### src/rtl/uart_pkg.sv
// Shared UART definitions: receiver state encoding and default link constants.
package uart_pkg;

    localparam int DEF_CLK_HZ = 100_000_000;
    localparam int DEF_BAUD   = 115_200;
    localparam int DEF_OVS    = 16;

    typedef enum logic [2:0] {
        ST_IDLE   = 3'd0,
        ST_START  = 3'd1,
        ST_DATA   = 3'd2,
        ST_PARITY = 3'd3,
        ST_STOP   = 3'd4
    } uart_state_e;

    // sclk cycles per oversample tick (truncating division)
    function automatic int baud_div(input int clk_hz, input int baud, input int ovs);
        return clk_hz / (baud * ovs);
    endfunction

endpackage

### src/rtl/uart_baud_tick.sv
// Free-running oversample tick generator; one sclk-wide pulse every DIV cycles.
module uart_baud_tick
    import uart_pkg::*;
#(
    parameter int CLK_HZ = DEF_CLK_HZ,
    parameter int BAUD   = DEF_BAUD,
    parameter int OVS    = DEF_OVS
) (
    input  logic sclk,
    input  logic rst_n,
    output logic tick
);

    localparam int DIV = baud_div(CLK_HZ, BAUD, OVS);
    localparam int CW  = (DIV > 1) ? $clog2(DIV) : 1;
    localparam logic [CW-1:0] LAST = CW'(DIV - 1);

    logic [CW-1:0] cnt;

    assign tick = (cnt == LAST);

    always_ff @(posedge sclk or negedge rst_n) begin
        if (!rst_n) begin
            cnt <= '0;
        end else if (tick) begin
            cnt <= '0;
        end else begin
            cnt <= cnt + CW'(1);
        end
    end

endmodule

### src/rtl/uart_rx.sv
// Oversampling UART receiver: 8 data bits LSB first, optional even parity, one stop bit.
// Output handshake: a byte is transferred on any sclk edge where rx_valid and rx_ready are both high.
module uart_rx
    import uart_pkg::*;
#(
    parameter int CLK_HZ    = DEF_CLK_HZ,
    parameter int BAUD      = DEF_BAUD,
    parameter int OVS       = DEF_OVS,
    parameter int PARITY_EN = 1
) (
    input  logic       sclk,
    input  logic       rst_n,
    input  logic       rxd,
    output logic [7:0] rx_data,
    output logic       rx_valid,
    input  logic       rx_ready,
    output logic       parity_err,
    output logic       frame_err,
    output logic       overrun
);

    localparam int OSW = (OVS > 1) ? $clog2(OVS) : 1;
    localparam logic [OSW-1:0] OS_MID = OSW'(OVS / 2 - 1);
    localparam logic [OSW-1:0] OS_END = OSW'(OVS - 1);

    logic           sync1, sync2, rxd_q;
    logic           tick;
    uart_state_e    state;
    logic [OSW-1:0] os_cnt;
    logic [2:0]     bit_cnt;
    logic [7:0]     shift_reg;
    logic           par_bad;
    logic           fall;
    logic           bit_end;

    uart_baud_tick #(
        .CLK_HZ (CLK_HZ),
        .BAUD   (BAUD),
        .OVS    (OVS)
    ) u_tick (
        .sclk  (sclk),
        .rst_n (rst_n),
        .tick  (tick)
    );

    assign fall    = rxd_q & ~sync2;
    assign bit_end = tick && (os_cnt == OS_END);

    always_ff @(posedge sclk or negedge rst_n) begin
        if (!rst_n) begin
            sync1      <= 1'b1;
            sync2      <= 1'b1;
            rxd_q      <= 1'b1;
            state      <= ST_IDLE;
            os_cnt     <= '0;
            bit_cnt    <= '0;
            shift_reg  <= '0;
            par_bad    <= 1'b0;
            rx_data    <= 8'h00;
            rx_valid   <= 1'b0;
            parity_err <= 1'b0;
            frame_err  <= 1'b0;
            overrun    <= 1'b0;
        end else begin
            sync1 <= rxd;
            sync2 <= sync1;
            rxd_q <= sync2;

            if (rx_valid && rx_ready) begin
                rx_valid <= 1'b0;
            end

            case (state)
                ST_IDLE: begin
                    if (fall) begin
                        state  <= ST_START;
                        os_cnt <= '0;
                    end
                end
                ST_START: begin
                    if (tick) begin
                        if (os_cnt == OS_MID) begin
                            // Line back high at mid-start: treat as a glitch
                            if (sync2) begin
                                state <= ST_IDLE;
                            end else begin
                                state   <= ST_DATA;
                                os_cnt  <= '0;
                                bit_cnt <= '0;
                            end
                        end else begin
                            os_cnt <= os_cnt + OSW'(1);
                        end
                    end
                end
                ST_DATA: begin
                    if (bit_end) begin
                        os_cnt    <= '0;
                        shift_reg <= {sync2, shift_reg[7:1]};
                        bit_cnt   <= bit_cnt + 3'd1;
                        if (bit_cnt == 3'd7) begin
                            state <= (PARITY_EN != 0) ? ST_PARITY : ST_STOP;
                        end
                    end else if (tick) begin
                        os_cnt <= os_cnt + OSW'(1);
                    end
                end
                ST_PARITY: begin
                    if (bit_end) begin
                        os_cnt  <= '0;
                        par_bad <= (^shift_reg) ^ sync2;
                        state   <= ST_STOP;
                    end else if (tick) begin
                        os_cnt <= os_cnt + OSW'(1);
                    end
                end
                ST_STOP: begin
                    if (bit_end) begin
                        os_cnt <= '0;
                        state  <= ST_IDLE;
                        // Load only if the slot is free or being emptied on this edge
                        if (!rx_valid || rx_ready) begin
                            rx_data    <= shift_reg;
                            rx_valid   <= 1'b1;
                            parity_err <= (PARITY_EN != 0) ? par_bad : 1'b0;
                            frame_err  <= ~sync2;
                        end else begin
                            overrun <= 1'b1;
                        end
                    end else if (tick) begin
                        os_cnt <= os_cnt + OSW'(1);
                    end
                end
                default: state <= ST_IDLE;
            endcase
        end
    end

endmodule

### config.mk
export PLATFORM = sky130hd
export DESIGN_NAME = uart_rx
export DESIGN_NICKNAME = d
export VERILOG_FILES = /design/src/rtl/uart_pkg.sv /design/src/rtl/uart_baud_tick.sv /design/src/rtl/uart_rx.sv
export SDC_FILE = /design/constraint.sdc
export NUM_CORES = 1
export LEC_CHECK = 0
export CORE_AREA = 3 3 74 76
export DETAILED_ROUTE_END_ITERATION = 16
export DIE_AREA = 0 0 77 79
export DONT_BUFFER_PORTS = 1
export GPL_TIMING_DRIVEN = 0
export SYNTH_ARGS = -nofsm -noshare
export SYNTH_HDL_FRONTEND = slang
export SYNTH_HIERARCHICAL = 1
export SYNTH_SLANG_ARGS = --single-unit
### constraint.sdc
create_clock -name sclk -period 5 [get_ports sclk]
set_clock_uncertainty 0.05 [all_clocks]
set_input_delay 0.5 -clock sclk [delete_from_list [all_inputs] [get_ports sclk]]
set_output_delay 0.5 -clock sclk [all_outputs]
set_load 0.01 [all_outputs]
==> results.ini <==
[worst_hold_path]
min_delay_worst_endpoint = sync1
hold_class = in -> reg
hp-start = rxd
min_path_cells = 0

[sta]
hold_ws_ps = 146
layout_setup_ws_ps = 1780
finalSetupTns_ps = 0
period_minus_slack_ps = 3220
finalSetupViolCount = 0
fin_crit_sh_pct = 64.4
slew_headroom_pct = 19.5
fmax_mhz = 310
worst_pin_slew_ps = 1200
hold_violations = 0
slew_violations = 0
rsz0062_at_grt = no

[die]
die_y_um = 79
rows = 25
core_mm2 = 0.00479
start_util_pct = 40.3
die_x_um = 77
ios = 16
die_area_mm2 = 0.00608

[critical_path]
crit_type = reg -> reg
crit_path_end_kind = flip-flop
max_stage_delay_ps = 910
cpMaxStageDelayCell = nor3_1
path_cells = inv_1, ha_1, nand2_1, nor3_1, nand4_1, nor3_1, buf_4, mux2_2
worst-r2r-setup-slack_ps = 1780
cp_common_cell = nor3_1
reg2reg_depth = 8
crit_path_start_kind = flip-flop
timing.rr.end = shift_reg[6]
timing.rr.start = u_tick/cnt[1]
path_buf_inv = 2
cp_max_fo = 10
cp.arrival_ps = 3360
cp-startpoint = u_tick/cnt[1]
worstPathRequired_ps = 5130
critPathTopFamily = simple AND/OR/NAND/NOR gates

[final_layout]
drive_above_1_share_pct = 20.3
area_delta_synth_final_pct = 12.2
diodes = 0
final_common_cell = dfrtp_1
final_net_count = 190
fillers = 451
layout_common_cells = dfrtp_1 (37), nor2_1 (16), nand2_1 (15)

[synthesis]
syn_nets = 181
syn_area_mm2 = 0.00193
synthDistinctLibCells = 41
yosys-top-cells-area = dfrtp_1 (48%), mux2_2 (8.2%), dfstp_2 (4.1%)
ys_seq_area_share_pct = 52.1
postSynth.asyncResetShare_pct = 100
yosysTopAreaCellShare_pct = 48.0
ys.flop_type = dfrtp_1
synth_edf_count = 0
ys_warn_count = 6
netlist_instances = 172
synth_top_cell_by_area = dfrtp_1
syn_area_per_cell_um2 = 11.2
ys_ff_latch = 40

[clock_network]
cts.clk_slew.worst_paths_ps = 80
cts_tree = done
cts_max_level = 2
clock_path_buffers = 2
cts_root_buffer = clkbuf_8
cts_buffers = 5
holdBufCountCts = 2
cts.sinks = 40
clk_latency_ps = 300
cts_setup_buffers = 0
cts_resized = 0

[drt]
drt_iter0_drc = 104
viasPerCell = 5.15
avgRoutedWirePerCell_um = 14.7
first_pass_iters = 5
drc = 0
wl_um = 3660
vias = 1283
ant_nets = 0

[pwr]
leakage_nw = 0.976
ir_drop_uv = 208
p_total_w = 0.000621
p_per_area_mw_per_mm2 = 287

[status]
outcome = complete, no violations

[placed_design]
io_buffers = 0
dp_slack_ps = 1800
globalplace.congestion = 0.838
dp_hpwl_um = 2550

[job]
cap_violations = 0

[global_routing]
grt_pass1_wl_um = 6440
grt_usage_pct = 13.5
grt_overflow = 0
antenna_found_initial = 0
grt_max_degree = 41
first_global_vias = 1340

-- cell families after synthesis --
| kind of cell | Yosys count | synth area share (%) |
|---|---|---|
| flip-flops | 40 | 52.1 |
| XOR/XNOR | 11 | 5.00 |
| AND/OR/NAND/NOR | 59 | 15.5 |
| buffers and inverters | 11 | 2.86 |
| AO/OA/AOI/OAI | 25 | 8.44 |
| adder cells (fa/ha/maj) | 5 | 3.24 |
| multiplexers | 21 | 12.8 |
-- cell usage after synthesis (3+ instances only) --
library cell,instances
a21oi_1,4
nand3_1,7
dfrtp_1,37
dfstp_2,3
ha_1,5
inv_1,5
xor2_1,3
mux2_2,14
nand2_1,15
mux2_4,4
xnor2_1,8
nor2_1,16
o21ai_0,8
mux2i_1,3
nor3_1,6
nand2b_1,4
-- through the flow --
stage               instances  area [µm²]  util [%]
finish                    249        2160      45.2
CTS                       249        2160      45.2
floorplan                 172        1930         -
detailed placement        239        2010      42.0
global placement          239        2010      42.0
global route              249        2160      45.2
-- where the power goes --
group          internal [W]  total (W)  leakage, nW  switching (W)
Sequential         0.000326   0.000328        0.528     0.00000209
Clock              0.000163   0.000281       0.0614       0.000117
Combinational    0.00000399  0.0000117        0.386     0.00000772
-- worst max path at each step --
stage          depth (start not counted)      endpoint  slack, ps
2_1_floorplan                          8  shift_reg[1]       2380
3_3_place_gp                           8  shift_reg[7]       1920
3_5_place_dp                           8  shift_reg[6]       1800
4_1_cts                                8  shift_reg[6]       1780
5_1_grt                                8  shift_reg[6]       1530
6_report                               8  shift_reg[6]       1780
-- layer usage --
metal | up-vias | track usage (%) | part of all wire, % | routed length (µm)
li1 | 618 | - | - | -
met1 | 639 | 16.7 | 45 | 1630
met2 | 20 | 22.0 | 50 | 1820
met3 | 6 | 4.20 | 4.3 | 156
met4 | 0 | 5.69 | 1.3 | 49
met5 | - | 0 | 0 | 0
-- final cells by class --
| type | count | area [µm²] | area share [%] |
|---|---|---|---|
| plain buffers | 6 | 36.3 | 1.68 |
| clock buffers | 6 | 82.6 | 3.82 |
| clock inverters | 2 | 38.8 | 1.79 |
| inverters | 5 | 18.8 | 0.868 |
| multi-input cells | 121 | 868 | 40.1 |
| flip-flops and latches | 40 | 1000 | 46.4 |
| well taps | 67 | 83.8 | 3.88 |
| repair buffers | 2 | 30.0 | 1.39 |
(Power assumes the default switching activity.)
